## config.mk

```make
export PLATFORM = sky130hd
export DESIGN_NAME = operand_forward
export DESIGN_NICKNAME = d
export VERILOG_FILES = /design/src/rtl/cpu_pkg.sv /design/src/rtl/opfwd_tag_pipe.sv /design/src/rtl/operand_forward.sv
export SDC_FILE = /design/constraint.sdc
export NUM_CORES = 1
export LEC_CHECK = 0
export ABC_AREA = 1
export BUFFER_PORTS_ARGS = -buffer_cell sky130_fd_sc_hd__buf_4
export CORE_ASPECT_RATIO = 0.5
export CORE_MARGIN = 8
export CORE_UTILIZATION = 45
export DETAILED_ROUTE_END_ITERATION = 16
export HOLD_SLACK_MARGIN = 0.08
export PLACE_DENSITY = 0.95
export SLEW_MARGIN = 0
export SYNTH_ARGS = -nofsm -noshare
export SYNTH_HDL_FRONTEND = slang
export SYNTH_SLANG_ARGS = --single-unit
```

## constraint.sdc

```tcl
create_clock -name clk -period 2.82 [get_ports clk]
set_input_delay 0.282 -clock clk [delete_from_list [all_inputs] [get_ports clk]]
set_output_delay 0.282 -clock clk [all_outputs]
set_load 0.05 [all_outputs]
```

## src/rtl/cpu_pkg.sv

```systemverilog
// rtl/cpu_pkg.sv - shared constants and encodings for the EX-stage operand forwarding block
package cpu_pkg;

    localparam int REG_ZERO = 0;

    typedef enum logic {
        ST_RUN       = 1'b0,
        ST_WAIT_LOAD = 1'b1
    } fwd_state_e;

    typedef enum logic [1:0] {
        SEL_ZERO = 2'd0,
        SEL_MEM  = 2'd1,
        SEL_WB   = 2'd2,
        SEL_BANK = 2'd3
    } opsel_e;

endpackage

```

## src/rtl/opfwd_tag_pipe.sv

```systemverilog
// rtl/opfwd_tag_pipe.sv - two-stage source tag pipe mirroring the register bank read latency
module opfwd_tag_pipe #(
    parameter int ADDR_W = 4
) (
    input  logic              clk,
    input  logic              reset,
    input  logic              hold,
    input  logic              clear,
    input  logic [ADDR_W-1:0] addr,
    output logic [ADDR_W-1:0] tag_ex
);

    logic [ADDR_W-1:0] tag_id;

    // Flush beats hold so a squashed instruction never leaves a live tag behind.
    always_ff @(posedge clk or posedge reset) begin
        if (reset) begin
            tag_id <= '0;
            tag_ex <= '0;
        end else if (clear) begin
            tag_id <= '0;
            tag_ex <= '0;
        end else if (!hold) begin
            tag_id <= addr;
            tag_ex <= tag_id;
        end
    end

endmodule

```

## src/rtl/operand_forward.sv

```systemverilog
// rtl/operand_forward.sv - EX operand forwarding and load-use stall; OPFWD_PERF_EN adds perf counters
module operand_forward
    import cpu_pkg::*;
#(
    parameter int DATA_W    = 32,
    parameter int ADDR_W    = 4,
    parameter int TIMEOUT_W = 8,
    parameter int PERF_W    = 32
) (
    input  logic              clk,
    input  logic              reset,
    input  logic [ADDR_W-1:0] addr_a,
    input  logic [ADDR_W-1:0] addr_b,
    input  logic              hold,
    input  logic              clear,
    input  logic [DATA_W-1:0] rb_data_a,
    input  logic [DATA_W-1:0] rb_data_b,
    input  logic              mem_we,
    input  logic [ADDR_W-1:0] mem_addr_d,
    input  logic [DATA_W-1:0] mem_data,
    input  logic              mem_data_valid,
    input  logic              wb_we,
    input  logic [ADDR_W-1:0] wb_addr_d,
    input  logic [DATA_W-1:0] wb_data,
    output logic [DATA_W-1:0] op_a,
    output logic [DATA_W-1:0] op_b,
    output logic              stall_req,
    output logic              stall_timeout,
    output logic [PERF_W-1:0] perf_fwd_cnt,
    output logic [PERF_W-1:0] perf_stall_cnt
);

    localparam logic [ADDR_W-1:0]    ZERO_TAG = ADDR_W'(REG_ZERO);
    localparam logic [TIMEOUT_W-1:0] WD_MAX   = '1;

    logic [ADDR_W-1:0]    tag_ex_a;
    logic [ADDR_W-1:0]    tag_ex_b;
    opsel_e               sel_a;
    opsel_e               sel_b;
    logic                 haz;
    fwd_state_e           state_q;
    fwd_state_e           state_d;
    logic [TIMEOUT_W-1:0] wd_cnt;

    opfwd_tag_pipe #(.ADDR_W(ADDR_W)) u_tag_a (
        .clk    (clk),
        .reset  (reset),
        .hold   (hold),
        .clear  (clear),
        .addr   (addr_a),
        .tag_ex (tag_ex_a)
    );

    opfwd_tag_pipe #(.ADDR_W(ADDR_W)) u_tag_b (
        .clk    (clk),
        .reset  (reset),
        .hold   (hold),
        .clear  (clear),
        .addr   (addr_b),
        .tag_ex (tag_ex_b)
    );

    // A zero tag can never match a writer, so r0 destinations fall through to the bank path.
    function automatic opsel_e pick_src(input logic [ADDR_W-1:0] tag);
        if (tag == ZERO_TAG)
            return SEL_ZERO;
        else if (mem_we && mem_addr_d == tag && mem_data_valid)
            return SEL_MEM;
        else if (wb_we && wb_addr_d == tag)
            return SEL_WB;
        else
            return SEL_BANK;
    endfunction

    always_comb begin
        sel_a = pick_src(tag_ex_a);
        sel_b = pick_src(tag_ex_b);
    end

    always_comb begin
        op_a = rb_data_a;
        case (sel_a)
            SEL_ZERO: op_a = '0;
            SEL_MEM:  op_a = mem_data;
            SEL_WB:   op_a = wb_data;
            default:  op_a = rb_data_a;
        endcase
    end

    always_comb begin
        op_b = rb_data_b;
        case (sel_b)
            SEL_ZERO: op_b = '0;
            SEL_MEM:  op_b = mem_data;
            SEL_WB:   op_b = wb_data;
            default:  op_b = rb_data_b;
        endcase
    end

    assign haz = mem_we && (mem_addr_d != ZERO_TAG) && !mem_data_valid &&
                 ((mem_addr_d == tag_ex_a) || (mem_addr_d == tag_ex_b));

    always_ff @(posedge clk or posedge reset) begin
        if (reset)
            state_q <= ST_RUN;
        else
            state_q <= state_d;
    end

    always_comb begin
        state_d   = state_q;
        stall_req = 1'b0;
        case (state_q)
            ST_RUN: begin
                stall_req = haz;
                if (haz)
                    state_d = ST_WAIT_LOAD;
            end
            ST_WAIT_LOAD: begin
                stall_req = !mem_data_valid;
                if (mem_data_valid)
                    state_d = ST_RUN;
            end
            default: state_d = ST_RUN;
        endcase
        if (clear)
            state_d = ST_RUN;
    end

    // Watchdog saturates instead of wrapping so the sticky flag cannot be re-armed by overflow.
    always_ff @(posedge clk or posedge reset) begin
        if (reset) begin
            wd_cnt        <= '0;
            stall_timeout <= 1'b0;
        end else if (state_q == ST_WAIT_LOAD) begin
            if (wd_cnt != WD_MAX)
                wd_cnt <= wd_cnt + 1'b1;
            if (wd_cnt == WD_MAX - 1'b1)
                stall_timeout <= 1'b1;
        end else begin
            wd_cnt <= '0;
        end
    end

`ifdef OPFWD_PERF_EN
    logic [1:0]        fwd_inc;
    logic [PERF_W-1:0] fwd_cnt_q;
    logic [PERF_W-1:0] stall_cnt_q;

    always_comb begin
        fwd_inc = {1'b0, (sel_a == SEL_MEM) || (sel_a == SEL_WB)} +
                  {1'b0, (sel_b == SEL_MEM) || (sel_b == SEL_WB)};
    end

    always_ff @(posedge clk or posedge reset) begin
        if (reset) begin
            fwd_cnt_q   <= '0;
            stall_cnt_q <= '0;
        end else if (stall_req) begin
            stall_cnt_q <= stall_cnt_q + 1'b1;
        end else begin
            fwd_cnt_q <= fwd_cnt_q + PERF_W'(fwd_inc);
        end
    end

    assign perf_fwd_cnt   = fwd_cnt_q;
    assign perf_stall_cnt = stall_cnt_q;
`else
    assign perf_fwd_cnt   = '0;
    assign perf_stall_cnt = '0;
`endif

endmodule

```

# After elaboration in Yosys (flattened, before gate mapping)
# Cells that the tools add are included.
classes:
  bitwise: 1
  eq_ne: 12
  muxes: 23
  n_reduce_logical: 17
  addsub: 1
ops:
  columns: ["operator", "count"]
  rows:
  - ["$pmux 32 s3", 2]
  - ["$mux 4", 8]
  - ["$eq 4x4->1", 4]
  - ["$mux 8", 2]
  - ["$logic_and 1x1->1", 9]
  - ["$add 8x1->8 const B", 1]
  - ["$eq 8x8->1 const B", 1]
  - ["$logic_not 4->1", 2]
  - ["$mux 2", 4]
  - ["$ne 8x8->1 const B", 1]
  - ["$mux 1", 5]
  - ["$eq 2x1->1 const B", 2]
  - ["$eq 2x2->1 const B", 2]
  - ["$logic_not 2->1", 2]
  - ["$ne 2x1->1 const B", 2]
  - ["$pmux 1 s2", 2]
  - ["$reduce_bool 4->1", 1]
  - ["$reduce_and 2->1", 1]
  - ["$logic_not 1->1", 1]
  - ["$logic_or 1x1->1", 1]
  - ["$not 1->1", 1]
totals:
  register_bits: 26
  output_inout_bits: 130
  inputBits: 151
  wordCells: 61

# Depth between registers and ports, before layout
# Gate-level depths: netlist (run 1).
depth:
  word_depth: 7
  depth_mapped: 10
  mapped_depth_nobuf: 10

# By module
# From an unflattened synthesis (run 1), not the netlist that was laid out.
hier_totals:
  hier_cells: 585
  hier_area_um2: 3741.1
modules_own_cells:
  columns: ["mod", "area_per_inst_um2", "n_inst", "cells_per_inst"]
  rows:
  - ["operand_forward", 3062.9, 1, 513]
  - ["opfwd_tag_pipe", 339.1, 2, 36]

# Worst setup path after synthesis (run 1)
# OpenSTA, ideal clock, no wires.
synth_path:
  path_kind: "register to output"
  from: "register u_tag_a.tag_ex[0]"
  to: "output port op_a[0]"
  t_arrival_ps: 1505
  required_time_ps: 2538
  path_slack_ps: 1033
  stages_incl_launch_ff: 9
  n_path_buf: 1
  cell_sequence: "dfrtp_1 -> inv_2 -> nand2_1 -> nand3_1 -> nor2_1 -> nand2_2 -> clkbuf_1 -> nand4_1 -> nand3_1"
synth_between:
  elab_chain_cells: 7
  elab_cells_between_ends: 13
  classes_between: "eq/ne (4); mux (4); reduce/logical (5)"
synth_lines:
  columns: ["element", "line", "rtl"]
  rows:
  - ["from (decl)", "opfwd_tag_pipe.sv:10", "output logic [ADDR_W-1:0] tag_ex"]
  - ["from (signal assigned)", "opfwd_tag_pipe.sv:25", "tag_ex <= tag_id;"]
  - ["$eq 4x4->1, on equally long branches", "operand_forward.sv:69, operand_forward.sv:67", null]
  - ["$logic_and 1x1->1, on equally long branches", "operand_forward.sv:69, operand_forward.sv:67", null]
  - ["$mux 1 / $logic_and 1x1->1 (equally long branches)", "operand_forward.sv:69, operand_forward.sv:67", null]
  - ["$mux 2", "operand_forward.sv:67", "else if (mem_we && mem_addr_d == tag && mem_data_valid)"]
  - ["$mux 2 (*)", "operand_forward.sv:65", "if (tag == ZERO_TAG)"]
  - ["$eq 2x2->1 (tied with other cells)", "operand_forward.sv:82", "case (sel_a)"]
  - ["$pmux 32 s3 (*)", "operand_forward.sv:82", null]
  - ["to (decl)", "operand_forward.sv:25", "output logic [DATA_W-1:0] op_a,"]
# Every way passes the cells marked *; elsewhere a longest branch is shown, timed or not.

# Worst setup path in the final report (run 1)
layout_path:
  from: "register u_tag_a.tag_ex[1]"
  to: "output port op_a[17]"
# Same word-level chain as after synthesis.

==> metrics.md, run 1 <==
| Metric | Value |
|---|---|
| Reported leakage power | 2.641 nW |
| Clock transition at the registers of the reported paths | 0.06 ns |
| Number of primary I/O pins | 281 |
| Primary FF master, synth | sky130_fd_sc_hd__dfrtp_1 |
| Combined area of all synthesized cells | 3866 um^2 |
| Top cell types by occurrence after synthesis | sky130_fd_sc_hd__nand4_1, sky130_fd_sc_hd__nand3_1, sky130_fd_sc_hd__buf_4 |
| Hold violation count in the final report | 0 |
| Placeable core region | 8528 um^2 |
| Total detailed-routing wirelength | 16.72 mm |
| Library cell with the highest instance count after synthesis | sky130_fd_sc_hd__nand4_1 |
| Switching share of total power | 51.42% |
| DRC errors left | 0 |
| Number of buffers inserted to repair setup after CTS | 0 |
| Status | finished clean |
| Detailed-route via count | 5230 |
| Synth top area cells | sky130_fd_sc_hd__nand4_1, sky130_fd_sc_hd__dfrtp_1, sky130_fd_sc_hd__buf_4, sky130_fd_sc_hd__nand3_1, sky130_fd_sc_hd__nand2_1 |
| Highest net fanout along the worst path | 32 |
| Tightest Pin Transition | 0.9427 ns |
| TritonCTS clock tree | done |
| Count of max-cap constraint violations | 0 |
| Number of unique standard cell types used by synthesis | 32 |
| Post-synthesis async set-or-reset flop share | 100.0% |
| Initial antenna violation count | 0 |
| Average detailed-routed wire length per instance | 19.35 um |
| Placement Rows | 24 |
| Global-route met2 utilization | 44.73% |
| Fraction of final layout cells sized beyond drive strength 1 | 33.73% |
| Min cycle time layout | 2.680 ns |
| Cell area after layout | 5200 um^2 |
| WS Path Type | reg -> out |
| Mean post-synth cell area | 6.666 um^2 |
| Overall die width | 147.1 um |
| Top-area cell type share of the netlist area | 31.07% |
| Net count of the finished layout | 901 |
| Final antenna-violating net count | 0 |
| Cell Pwr Density | 378.9 nW/um^2 |
| Area taken by flip-flops and latches | 650.6 um^2 |
| Area after DPL | 5101 um^2 |
| Resize count post-CTS | 0 |
| Worst-case clock buffer depth | 2 |
| Aggregate global-route resource usage | 24.24% |
| Tightest Hold Check Type | in -> reg |
| Layout overhead on the synthesized area | 34.50% |
| Total congestion overflow after global routing | 0 |
| Number of optimization iterations in the first detailed-route pass | 6 |
| Net switching power | 1.013 mW |
| Power share of the combinational group | 62.7% |
| Largest stage delay on the critical path | 0.63 ns |
| RSZ-0062 raised after global routing | yes |
| GRT Max-Usage Layer | met2 |
| Clock Skews | 0.002609 ns |
| Vias in the first global route | 4987 |
| Overall power of the completed layout | 1.970 mW |
| Layout filler cell count | 826 |
| Number of instances in the synthesized netlist | 580 |
| Area of the die | 11990 um^2 |
| Share of the yosys chip area belonging to registers | 16.83% |
| Relative contribution of the clock network to total power | 17.2% |
| Number of levels the H-tree was split into | 1 |
| Global-route wire length before repair | 24.67 mm |
| Clock buffers created by TritonCTS | 3 |
| Max Clk Rate | 373.1 MHz |
| Final setup vio count | 0 |
| Worst Path Required | 2.54 ns |
| Critical path cell sequence | inv_2 -> nand2_1 -> nand2_1 -> nor2_4 -> nand3_2 -> nand4_1 -> nand3_1 -> buf_4 |
| Hold Slack | 0.1865 ns |
| Internal power component | 0.9569 mW |
| Most frequent cell on the critical path | sky130_fd_sc_hd__nand2_1 |
| Number of sinks handled by clock tree synthesis | 26 |
| Relative slew margins | 37.09% |
| Count of warnings emitted by yosys | 0 |
| Period utilization | 95.04% |
| Final standard cell utilization of the core | 60.97% |
| Largest net degree at the start of global routing | 65 |
| Max-slew violation total from the final report | 0 |
| Ant. Diodes | 0 |
| Crit path DAT | 2.40 ns |
| IR drop worst, VDD | 314.4 uV |
| CP max stage cell | sky130_fd_sc_hd__nand3_2 |
| Initial cell density of the core | 45.33% |
| Clock Tree Root | sky130_fd_sc_hd__clkbuf_16 |
| Met1 track demand over resource | 28.60% |
| Register bit count reported by yosys | 26 |
| Y dimension of the die | 81.54 um |
| Kind of start point of the critical path | flip-flop |
| Initial drt markers | 650 |
| Detailed-route vias per instance | 6.053 |
| Worst-Skew Late Latency | 0.26 ns |
| Number of flops mapped to enable cells by yosys | 0 |
| Worst setup EP type | output port |
| Port Buffer Count | 216 |
| Post-cts hold buffer count | 0 |
| GP Congestion | 1.033 |
| Met3 track demand over resource in global routing | 4.508% |
| Cell taking the most area after synthesis | sky130_fd_sc_hd__nand4_1 |
| Sequential power share | 20.1% |
| Multi-input combinational cell area | 2455 um^2 |
| Estimated wirelength of the detail-placed design | 11.95 mm |
==> flip-flops by register name, summed over array words and instances (netlist names) <==
signal / count
u_tag_b.tag_id: 4
u_tag_b.tag_ex: 4
u_tag_a.tag_ex: 4
wd_cnt: 8
state_q: 1
u_tag_a.tag_id: 4
stall_timeout: 1
==> kinds of logic after synthesis <==
kind of cell / count (synthesis) / synth area share, %
flops: 26 / 16.83
buf+inv: 166 / 26.50
compound gates: 30 / 4.498
other cells: 1 / 0.09699
simple gates: 355 / 51.42
fa+ha+maj: 2 / 0.6471
==> placed cells by master, fill, tap and decap left out <==
cell	instances
sky130_fd_sc_hd__nand3_1	78
sky130_fd_sc_hd__a31oi_1	1
sky130_fd_sc_hd__buf_12	2
sky130_fd_sc_hd__o22ai_1	8
sky130_fd_sc_hd__nand2_1	62
sky130_fd_sc_hd__a21oi_1	4
sky130_fd_sc_hd__nor3_1	1
sky130_fd_sc_hd__nor2_1	11
sky130_fd_sc_hd__nand3_2	1
sky130_fd_sc_hd__nand3_4	2
sky130_fd_sc_hd__clkinv_2	2
sky130_fd_sc_hd__buf_4	221
sky130_fd_sc_hd__inv_1	28
sky130_fd_sc_hd__clkbuf_16	3
sky130_fd_sc_hd__dfrtp_1	26
sky130_fd_sc_hd__clkinv_1	1
sky130_fd_sc_hd__or2_2	1
sky130_fd_sc_hd__conb_1	64
sky130_fd_sc_hd__nand4_1	192
sky130_fd_sc_hd__o21ai_1	2
sky130_fd_sc_hd__nor2_4	2
sky130_fd_sc_hd__nand2_2	1
sky130_fd_sc_hd__o21ai_0	11
sky130_fd_sc_hd__nor3_2	1
sky130_fd_sc_hd__ha_1	2
sky130_fd_sc_hd__nor2_2	2
sky130_fd_sc_hd__nand4_4	2
sky130_fd_sc_hd__inv_2	11
sky130_fd_sc_hd__a211oi_1	2
sky130_fd_sc_hd__a41o_1	1
sky130_fd_sc_hd__clkbuf_8	1
sky130_fd_sc_hd__o21a_1	1
==> per-layer routing <==
metal,part of all wire [%],vias to the layer above
li1,-,2372
met1,38,2416
met2,49,380
met3,9.6,62
met4,3.3,0
met5,0,-
==> power by group through the flow <==
stage,sequential [mW],combinational (mW),clock [mW]
global placement,0.401,1.21,0
finish,0.396,1.23,0.340
CTS,0.396,1.21,0.347
detailed placement,0.402,1.21,0
floorplan,0.400,0.895,0
global route,0.397,1.30,0.359
==> critical path, delay by kind of cell (launching register included) <==
| family | cells | cell delay (ns) |
|---|---|---|
| buf+inv | 2 | 0.30 |
| simple gates | 6 | 1.39 |
| flops | 1 | 0.43 |
==> per-stage QoR <==
stage          setup slack [ns]  setup TNS [ns]  cells
2_1_floorplan             1.033               0    643
3_3_place_gp             0.5720               0    859
3_5_place_dp             0.5151               0    859
4_1_cts                  0.2246               0    863
5_1_grt                -0.03530        -0.03530    864
6_report                 0.1400               0    864
==> area by class of cell <==
class / count / share of cell area, %
multi-input combinational: 452 / 47.21
timing repair buffer: 223 / 32.68
sequential: 26 / 12.51
inverter: 42 / 3.080
tap: 117 / 2.815
clock buffer: 4 / 1.708
==> final timing paths <==
path,cells past startpoint,endpoint,start,slack [ns]
worst max-delay path,8,op_a[17],u_tag_a.tag_ex[1]$_DFFE_PP0P_,0.14
worst min-delay path,2,state_q$_DFF_PP0_,clear,0.19
worst max register to register,7,wd_cnt[7]$_DFFE_PP0P_,wd_cnt[0]$_DFFE_PP0P_,1.31
worst min register to register,1,wd_cnt[7]$_DFFE_PP0P_,wd_cnt[7]$_DFFE_PP0P_,0.48
max in group asynchronous,2,u_tag_a.tag_id[0]$_DFFE_PP0P_,reset,2.01
min in group asynchronous,2,wd_cnt[0]$_DFFE_PP0P_,reset,0.23
(Power assumes the default switching activity.)
==> run 2, diff against run 1 <==
--- a/config.mk
+++ b/config.mk
@@ -9,10 +9,10 @@
 export BUFFER_PORTS_ARGS = -buffer_cell sky130_fd_sc_hd__buf_4
 export CORE_ASPECT_RATIO = 0.5
 export CORE_MARGIN = 8
-export CORE_UTILIZATION = 45
+export CORE_UTILIZATION = 25
 export DETAILED_ROUTE_END_ITERATION = 16
 export HOLD_SLACK_MARGIN = 0.08
-export PLACE_DENSITY = 0.95
+export PLACE_DENSITY = 0.65
 export SLEW_MARGIN = 0
 export SYNTH_ARGS = -nofsm -noshare
 export SYNTH_HDL_FRONTEND = slang
==> metrics.md, run 2 (synthesis results as in run 1) <==
| Metric | Value |
|---|---|
| Detailed-route via count | 5073 (was 5230) |
| Y dimension of the die | 103.9 um (was 81.54 um) |
| Sequential power share | 20.2% (was 20.1%) |
| Net count of the finished layout | 903 (was 901) |
| Terminating pin of the worst hold path | state_q$_DFF_PP0_ (unchanged) |
| Placement Rows | 32 (was 24) |
| Placeable core region | 15250 um^2 (was 8528 um^2) |
| Overall die width | 191.9 um (was 147.1 um) |
| Min cycle time layout | 2.597 ns (was 2.680 ns) |
| Total congestion overflow after global routing | 0 (unchanged) |
| Post-placement setup slack | 0.5482 ns (was 0.5151 ns) |
| Period utilization | 92.10% (was 95.04%) |
| Area of the die | 19940 um^2 (was 11990 um^2) |
| Largest register by flop count | wd_cnt (unchanged) |
| Initial drt markers | 501 (was 650) |
| Reported leakage power | 2.650 nW (was 2.641 nW) |
| Overall power of the completed layout | 1.963 mW (was 1.970 mW) |
| R2r startpoint | wd_cnt[0]$_DFFE_PP0P_ (unchanged) |
| Critical hold path startpoint | clear (unchanged) |
| Port Buffer Count | 216 (unchanged) |
| DRC errors left | 0 (unchanged) |
| Number of primary I/O pins | 281 (unchanged) |
| Initial antenna violation count | 0 (unchanged) |
| Total detailed-routing wirelength | 17.89 mm (was 16.72 mm) |
| Status | finished clean (unchanged) |
| Estimated wirelength of the detail-placed design | 13.38 mm (was 11.95 mm) |
| Relative slew margins | 37.42% (was 37.09%) |
| Worst R2R Path Depth | 7 (unchanged) |
| Final setup vio count | 0 (unchanged) |
| Worst hold path cell count | 2 (unchanged) |
| Clock buffers created by TritonCTS | 3 (unchanged) |
| Flip-flop count of the largest register, all copies and words added | 8 (unchanged) |
| Area after DPL | 5220 um^2 (was 5101 um^2) |
| Aggregate global-route resource usage | 16.03% (was 24.24%) |
| Number of sinks handled by clock tree synthesis | 26 (unchanged) |
| Most common cell after layout, fill and taps aside | sky130_fd_sc_hd__buf_4 (unchanged) |
| Global-route wire length before repair | 26.32 mm (was 24.67 mm) |
| Clock Tree Root | sky130_fd_sc_hd__clkbuf_16 (unchanged) |
| Net switching power | 1.010 mW (was 1.013 mW) |
| Worst setup EP type | output port (unchanged) |
| Worst Setup Slack, final | 0.2227 ns (was 0.1400 ns) |
| Max-slew violation total from the final report | 0 (unchanged) |
| Flop2flop setup slack | 1.36 ns (was 1.31 ns) |
| Clock transition at the registers of the reported paths | 0.06 ns (about the same) |
| Worst-case clock buffer depth | 2 (unchanged) |
| Number of buffers inserted to repair setup after CTS | 0 (unchanged) |
| Highest net fanout along the worst path | 64 (was 32) |
| Critical register-to-register path endpoint | wd_cnt[7]$_DFFE_PP0P_ (unchanged) |
| Final antenna-violating net count | 0 (unchanged) |
| Layout overhead on the synthesized area | 37.31% (was 34.50%) |
| Layout filler cell count | 1642 (was 826) |
| Area taken by flip-flops and latches | 650.6 um^2 (unchanged) |
| Detailed-route vias per instance | 5.323 (was 6.053) |
| Summed negative setup slack over all endpoints | 0 ns (unchanged) |
| IR drop worst, VDD | 212.9 uV (was 314.4 uV) |
| Max Clk Rate | 385.0 MHz (was 373.1 MHz) |
| Number of levels the H-tree was split into | 1 (unchanged) |
| RSZ-0062 raised after global routing | no (was yes) |
| Post-cts hold buffer count | 0 (unchanged) |
| Internal power component | 0.9521 mW (was 0.9569 mW) |
| Fraction of final layout cells sized beyond drive strength 1 | 33.91% (was 33.73%) |
| Relative contribution of the clock network to total power | 17.1% (was 17.2%) |
| Crit path DAT | 2.32 ns (was 2.40 ns) |
| Number of optimization iterations in the first detailed-route pass | 6 (unchanged) |
| GP Congestion | 0.8679 (was 1.033) |
| Cell Pwr Density | 369.7 nW/um^2 (was 378.9 nW/um^2) |
| Tightest Hold Check Type | in -> reg (unchanged) |
| Clock Skews | 0.001663 ns (was 0.002609 ns) |
| Initial cell density of the core | 25.34% (was 45.33%) |
| Multi-input combinational cell area | 2445 um^2 (was 2455 um^2) |
| Worst Path Required | 2.54 ns (about the same) |
| Resize count post-CTS | 0 (unchanged) |
| Cell area after layout | 5309 um^2 (was 5200 um^2) |
| Worst-Skew Late Latency | 0.25 ns (was 0.26 ns) |
| TritonCTS clock tree | done (unchanged) |
| Commonest non-fill, non-tap cells in the layout | sky130_fd_sc_hd__buf_4, sky130_fd_sc_hd__nand4_1, sky130_fd_sc_hd__nand3_1 (unchanged) |
| Ant. Diodes | 0 (unchanged) |
| Largest net degree at the start of global routing | 97 (was 65) |
| Tightest Pin Transition | 0.9386 ns (was 0.9427 ns) |
| Average detailed-routed wire length per instance | 18.78 um (was 19.35 um) |
| Switching share of total power | 51.49% (was 51.42%) |
| Vias in the first global route | 4748 (was 4987) |
| Count of max-cap constraint violations | 0 (unchanged) |
| Kind of start point of the critical path | flip-flop (unchanged) |
| Power share of the combinational group | 62.8% (was 62.7%) |
| Hold violation count in the final report | 0 (unchanged) |
| WS Path Type | reg -> out (unchanged) |
run 2: changes by cell type in the layout (fill, tap and decap cells not counted), sizes merged:
| cell | before | now |
|---|---|---|
| nand3 | 81 | 80 |
| buf | 223 | 226 |
run 2: worst max path at each step:
stage	slack [ns]	from	to
after global routing	0.05	u_tag_a.tag_ex[1]$_DFFE_PP0P_	op_a[10]
final	0.22	u_tag_a.tag_ex[2]$_DFFE_PP0P_	op_a[17]
after CTS	0.27	u_tag_a.tag_ex[2]$_DFFE_PP0P_	op_a[17]
after global placement	0.59	u_tag_b.tag_ex[2]$_DFFE_PP0P_	op_b[12]
after detailed placement	0.55	u_tag_a.tag_ex[2]$_DFFE_PP0P_	op_a[17]
after floorplan	1.03	u_tag_a.tag_ex[0]$_DFFE_PP0P_	op_a[0]
run 2: area by class of cell:
class | instances | area share, %
well taps | 204 | 4.808
inverters | 42 | 3.017
clock buffers | 4 | 1.673
multi-input cells | 451 | 46.05
repair buffers | 226 | 32.19
flip-flops and latches | 26 | 12.26
run 2: worst max-delay path, stage by stage, from the launching register on:
cell and delay (ns):
sky130_fd_sc_hd__dfrtp_1 0.38, sky130_fd_sc_hd__inv_2 0.08, sky130_fd_sc_hd__nand2_1 0.06, sky130_fd_sc_hd__nand2_1 0.06
sky130_fd_sc_hd__nor2_2 0.17, sky130_fd_sc_hd__nand3_4 0.59, sky130_fd_sc_hd__nand4_1 0.34, sky130_fd_sc_hd__nand3_1 0.13
sky130_fd_sc_hd__buf_4 0.21
run 2: per-stage QoR:
| step | hold slack, ns | std cells | util [%] |
|---|---|---|---|
| 5_1_grt | 0.2019 | 953 | 34.80 |
| 2_1_floorplan | 0.3220 | 643 | - |
| 3_3_place_gp | 0.4367 | 949 | 34.22 |
| 6_report | 0.1959 | 953 | 34.80 |
| 3_5_place_dp | 0.4411 | 949 | 34.22 |
| 4_1_cts | 0.1936 | 953 | 34.80 |
run 2: routing by layer:
layer / vias to the layer above / wire length, um / GRT usage (%)
met1: 2402 / 6815 / 19.37
met5: - / 0 / 0
met3: 38 / 1368 / 1.506
met4: 0 / 494 / 5.464
li1: 2380 / - / -
met2: 253 / 9214 / 29.13
run 2: power groups by stage:
stage / registers [mW] / logic, mW / clock network (mW)
2_1_floorplan: 0.400 / 0.895 / 0
3_3_place_gp: 0.401 / 1.22 / 0
3_5_place_dp: 0.402 / 1.23 / 0
4_1_cts: 0.396 / 1.23 / 0.346
5_1_grt: 0.397 / 1.30 / 0.360
6_report: 0.396 / 1.23 / 0.335
==> run 3, diff against run 2 <==
==> constraint.sdc (replaced) <==
create_clock -name clk -period 2.82 [get_ports clk]
set_input_delay 0.141 -clock clk [delete_from_list [all_inputs] [get_ports clk]]
set_output_delay 0.141 -clock clk [all_outputs]
set_load 0.05 [all_outputs]
==> metrics.md, run 3 (synthesis results as in run 1) <==
| Metric | Value |
|---|---|
| Number of standard cells in the final layout excluding fillers | 952 (was 953) |
| IR drop worst, VDD | 224.2 uV (was 212.9 uV) |
| Final antenna-violating net count | 0 (unchanged) |
| Period utilization | 86.39% (was 92.10%) |
| Summed negative setup slack over all endpoints | 0 ns (unchanged) |
| Area after DPL | 5218 um^2 (was 5220 um^2) |
| Highest net fanout along the worst path | 64 (unchanged) |
| Sequential power share | 20.0% (was 20.2%) |
| Most common cell after layout, fill and taps aside | sky130_fd_sc_hd__buf_4 (unchanged) |
| Global-route met2 utilization | 29.48% (was 29.13%) |
| Critical register-to-register path endpoint | wd_cnt[7]$_DFFE_PP0P_ (unchanged) |
| Kind of start point of the critical path | flip-flop (unchanged) |
| RSZ-0062 raised after global routing | no (unchanged) |
| DRC errors left | 0 (unchanged) |
| Worst setup EP type | output port (unchanged) |
| Worst-case clock buffer depth | 2 (unchanged) |
| Relative contribution of the clock network to total power | 17.1% (about the same) |
| Detailed-route via count | 5101 (was 5073) |
| Port Buffer Count | 216 (unchanged) |
| Clock Tree Root | sky130_fd_sc_hd__clkbuf_16 (unchanged) |
| Worst Path Required | 2.68 ns (was 2.54 ns) |
| Clock buffers created by TritonCTS | 3 (unchanged) |
| Status | finished clean (unchanged) |
| Net switching power | 1.015 mW (was 1.010 mW) |
| Placeable core region | 15250 um^2 (unchanged) |
| Aggregate global-route resource usage | 16.00% (was 16.03%) |
| Largest register by flop count | wd_cnt (unchanged) |
| Max Clk Rate | 410.5 MHz (was 385.0 MHz) |
| Flip-flop count of the largest register, all copies and words added | 8 (unchanged) |
| Initial cell density of the core | 25.34% (unchanged) |
| Max-slew violation total from the final report | 0 (unchanged) |
| Clock Skews | 0.0009307 ns (was 0.001663 ns) |
| GRT Max-Usage Layer | met2 (unchanged) |
| Switching share of total power | 51.48% (was 51.49%) |
| Tightest Pin Transition | 0.9582 ns (was 0.9386 ns) |
| Number of buffers inserted to repair setup after CTS | 0 (unchanged) |
| Internal power component | 0.9571 mW (was 0.9521 mW) |
| Flop2flop setup slack | 1.30 ns (was 1.36 ns) |
| Number of optimization iterations in the first detailed-route pass | 5 (was 6) |
| Net count of the finished layout | 902 (was 903) |
| Crit path DAT | 2.30 ns (was 2.32 ns) |
| Vias in the first global route | 4759 (was 4748) |
| Count of max-cap constraint violations | 0 (unchanged) |
| Cell Pwr Density | 371.0 nW/um^2 (was 369.7 nW/um^2) |
| Worst-Skew Late Latency | 0.25 ns (about the same) |
| Fraction of final layout cells sized beyond drive strength 1 | 33.69% (was 33.91%) |
| Ant. Diodes | 0 (unchanged) |
| Placement Rows | 32 (unchanged) |
| GP Congestion | 0.8765 (was 0.8679) |
| Number of primary I/O pins | 281 (unchanged) |
| Met1 track demand over resource | 18.82% (was 19.37%) |
| Number of sinks handled by clock tree synthesis | 26 (unchanged) |
| Estimated wirelength of the detail-placed design | 13.32 mm (was 13.38 mm) |
| Largest net degree at the start of global routing | 97 (unchanged) |
| Clock transition at the registers of the reported paths | 0.06 ns (about the same) |
| Relative slew margins | 36.05% (was 37.42%) |
| Commonest non-fill, non-tap cells in the layout | sky130_fd_sc_hd__buf_4, sky130_fd_sc_hd__nand4_1, sky130_fd_sc_hd__nand3_1 (unchanged) |
| Min cycle time layout | 2.436 ns (was 2.597 ns) |
| Total congestion overflow after global routing | 0 (unchanged) |
| Average detailed-routed wire length per instance | 18.90 um (was 18.78 um) |
| Overall die width | 191.9 um (unchanged) |
| Y dimension of the die | 103.9 um (unchanged) |
| WS Path Type | reg -> out (unchanged) |
| Final setup vio count | 0 (unchanged) |
| Initial drt markers | 453 (was 501) |
| Total detailed-routing wirelength | 17.99 mm (was 17.89 mm) |
| Power share of the combinational group | 62.9% (was 62.8%) |
| Layout overhead on the synthesized area | 37.51% (was 37.31%) |
| Number of levels the H-tree was split into | 1 (unchanged) |
| Met3 track demand over resource in global routing | 1.941% (was 1.506%) |
| Area of the die | 19940 um^2 (unchanged) |
| Reported leakage power | 2.648 nW (was 2.650 nW) |
| Initial antenna violation count | 0 (unchanged) |
| Cell area after layout | 5316 um^2 (was 5309 um^2) |
| Resize count post-CTS | 0 (unchanged) |
| R2r startpoint | wd_cnt[0]$_DFFE_PP0P_ (unchanged) |
| Tightest Hold Check Type | in -> async (was in -> reg) |
| Worst R2R Path Depth | 7 (unchanged) |
| Detailed-route vias per instance | 5.358 (was 5.323) |
| TritonCTS clock tree | done (unchanged) |
| Hold violation count in the final report | 0 (unchanged) |
| Overall power of the completed layout | 1.973 mW (was 1.963 mW) |
| Number of placed instances, taps included | 947 (was 949) |
| Global-route wire length before repair | 26.40 mm (was 26.32 mm) |
| Final standard cell utilization of the core | 34.85% (was 34.80%) |
[run 3: cell count changes in the layout (fill, tap and decap cells not counted), sizes merged]
cell,previous run,this run
buf,226,224
dlygate4sd3,0,1
[run 3: per-layer routing]
metal / wire, um / vias up
met3: 1412 / 34
li1: - / 2372
met4: 483 / 0
met5: 0 / -
met1: 6755 / 2453
met2: 9337 / 242
[run 3: power by group through the flow]
| stage | clock network, mW | registers, mW | logic (mW) |
|---|---|---|---|
| 6_report | 0.336 | 0.395 | 1.24 |
| 5_1_grt | 0.363 | 0.397 | 1.30 |
| 4_1_cts | 0.343 | 0.395 | 1.23 |
| 3_5_place_dp | 0 | 0.402 | 1.23 |
| 3_3_place_gp | 0 | 0.401 | 1.23 |
| 2_1_floorplan | 0 | 0.400 | 0.895 |
[run 3: per-stage QoR]
stage          setup slack [ns]  hold slack (ns)
2_1_floorplan             1.174           0.1810
5_1_grt                  0.2012           0.1393
6_report                 0.3837           0.1143
4_1_cts                  0.3868           0.1279
3_3_place_gp             0.7033           0.3186
3_5_place_dp             0.6698           0.3190
[run 3: what timing repair did]
item | 4_1_cts | 5_1_grt
endpoints found under the hold margin | 1 | 0
endpoints found under the setup margin | 0 | 0
hold buffers | 1 | 0
[run 3: layout make-up]
class                      instances  area [um^2]
fill                            1686         9938
sequential                        26        650.6
timing repair buffer             225         1717
tap                              204        255.2
multi-input combinational        451         2445
inverter                          42        160.2
clock buffer                       4        88.84
[run 3: how the worst max path moves through the flow]
stage                             startpoint       to  depth (start not counted)
4_1_cts        u_tag_a.tag_ex[2]$_DFFE_PP0P_  op_a[6]                          8
3_3_place_gp                          mem_we  op_a[6]                          7
5_1_grt        u_tag_a.tag_ex[1]$_DFFE_PP0P_  op_a[6]                          8
2_1_floorplan  u_tag_a.tag_ex[0]$_DFFE_PP0P_  op_a[0]                          8
6_report       u_tag_a.tag_ex[2]$_DFFE_PP0P_  op_a[6]                          8
3_5_place_dp   u_tag_a.tag_ex[2]$_DFFE_PP0P_  op_a[6]                          8
[run 3: worst max-delay path, stage by stage (launching register included)]
cell and delay [ns]:
sky130_fd_sc_hd__dfrtp_1 0.38, sky130_fd_sc_hd__inv_2 0.07, sky130_fd_sc_hd__nand2_1 0.06, sky130_fd_sc_hd__nand2_1 0.06, sky130_fd_sc_hd__nor2_2 0.17, sky130_fd_sc_hd__nand3_4 0.60
sky130_fd_sc_hd__nand4_1 0.33, sky130_fd_sc_hd__nand3_1 0.12, sky130_fd_sc_hd__buf_4 0.21
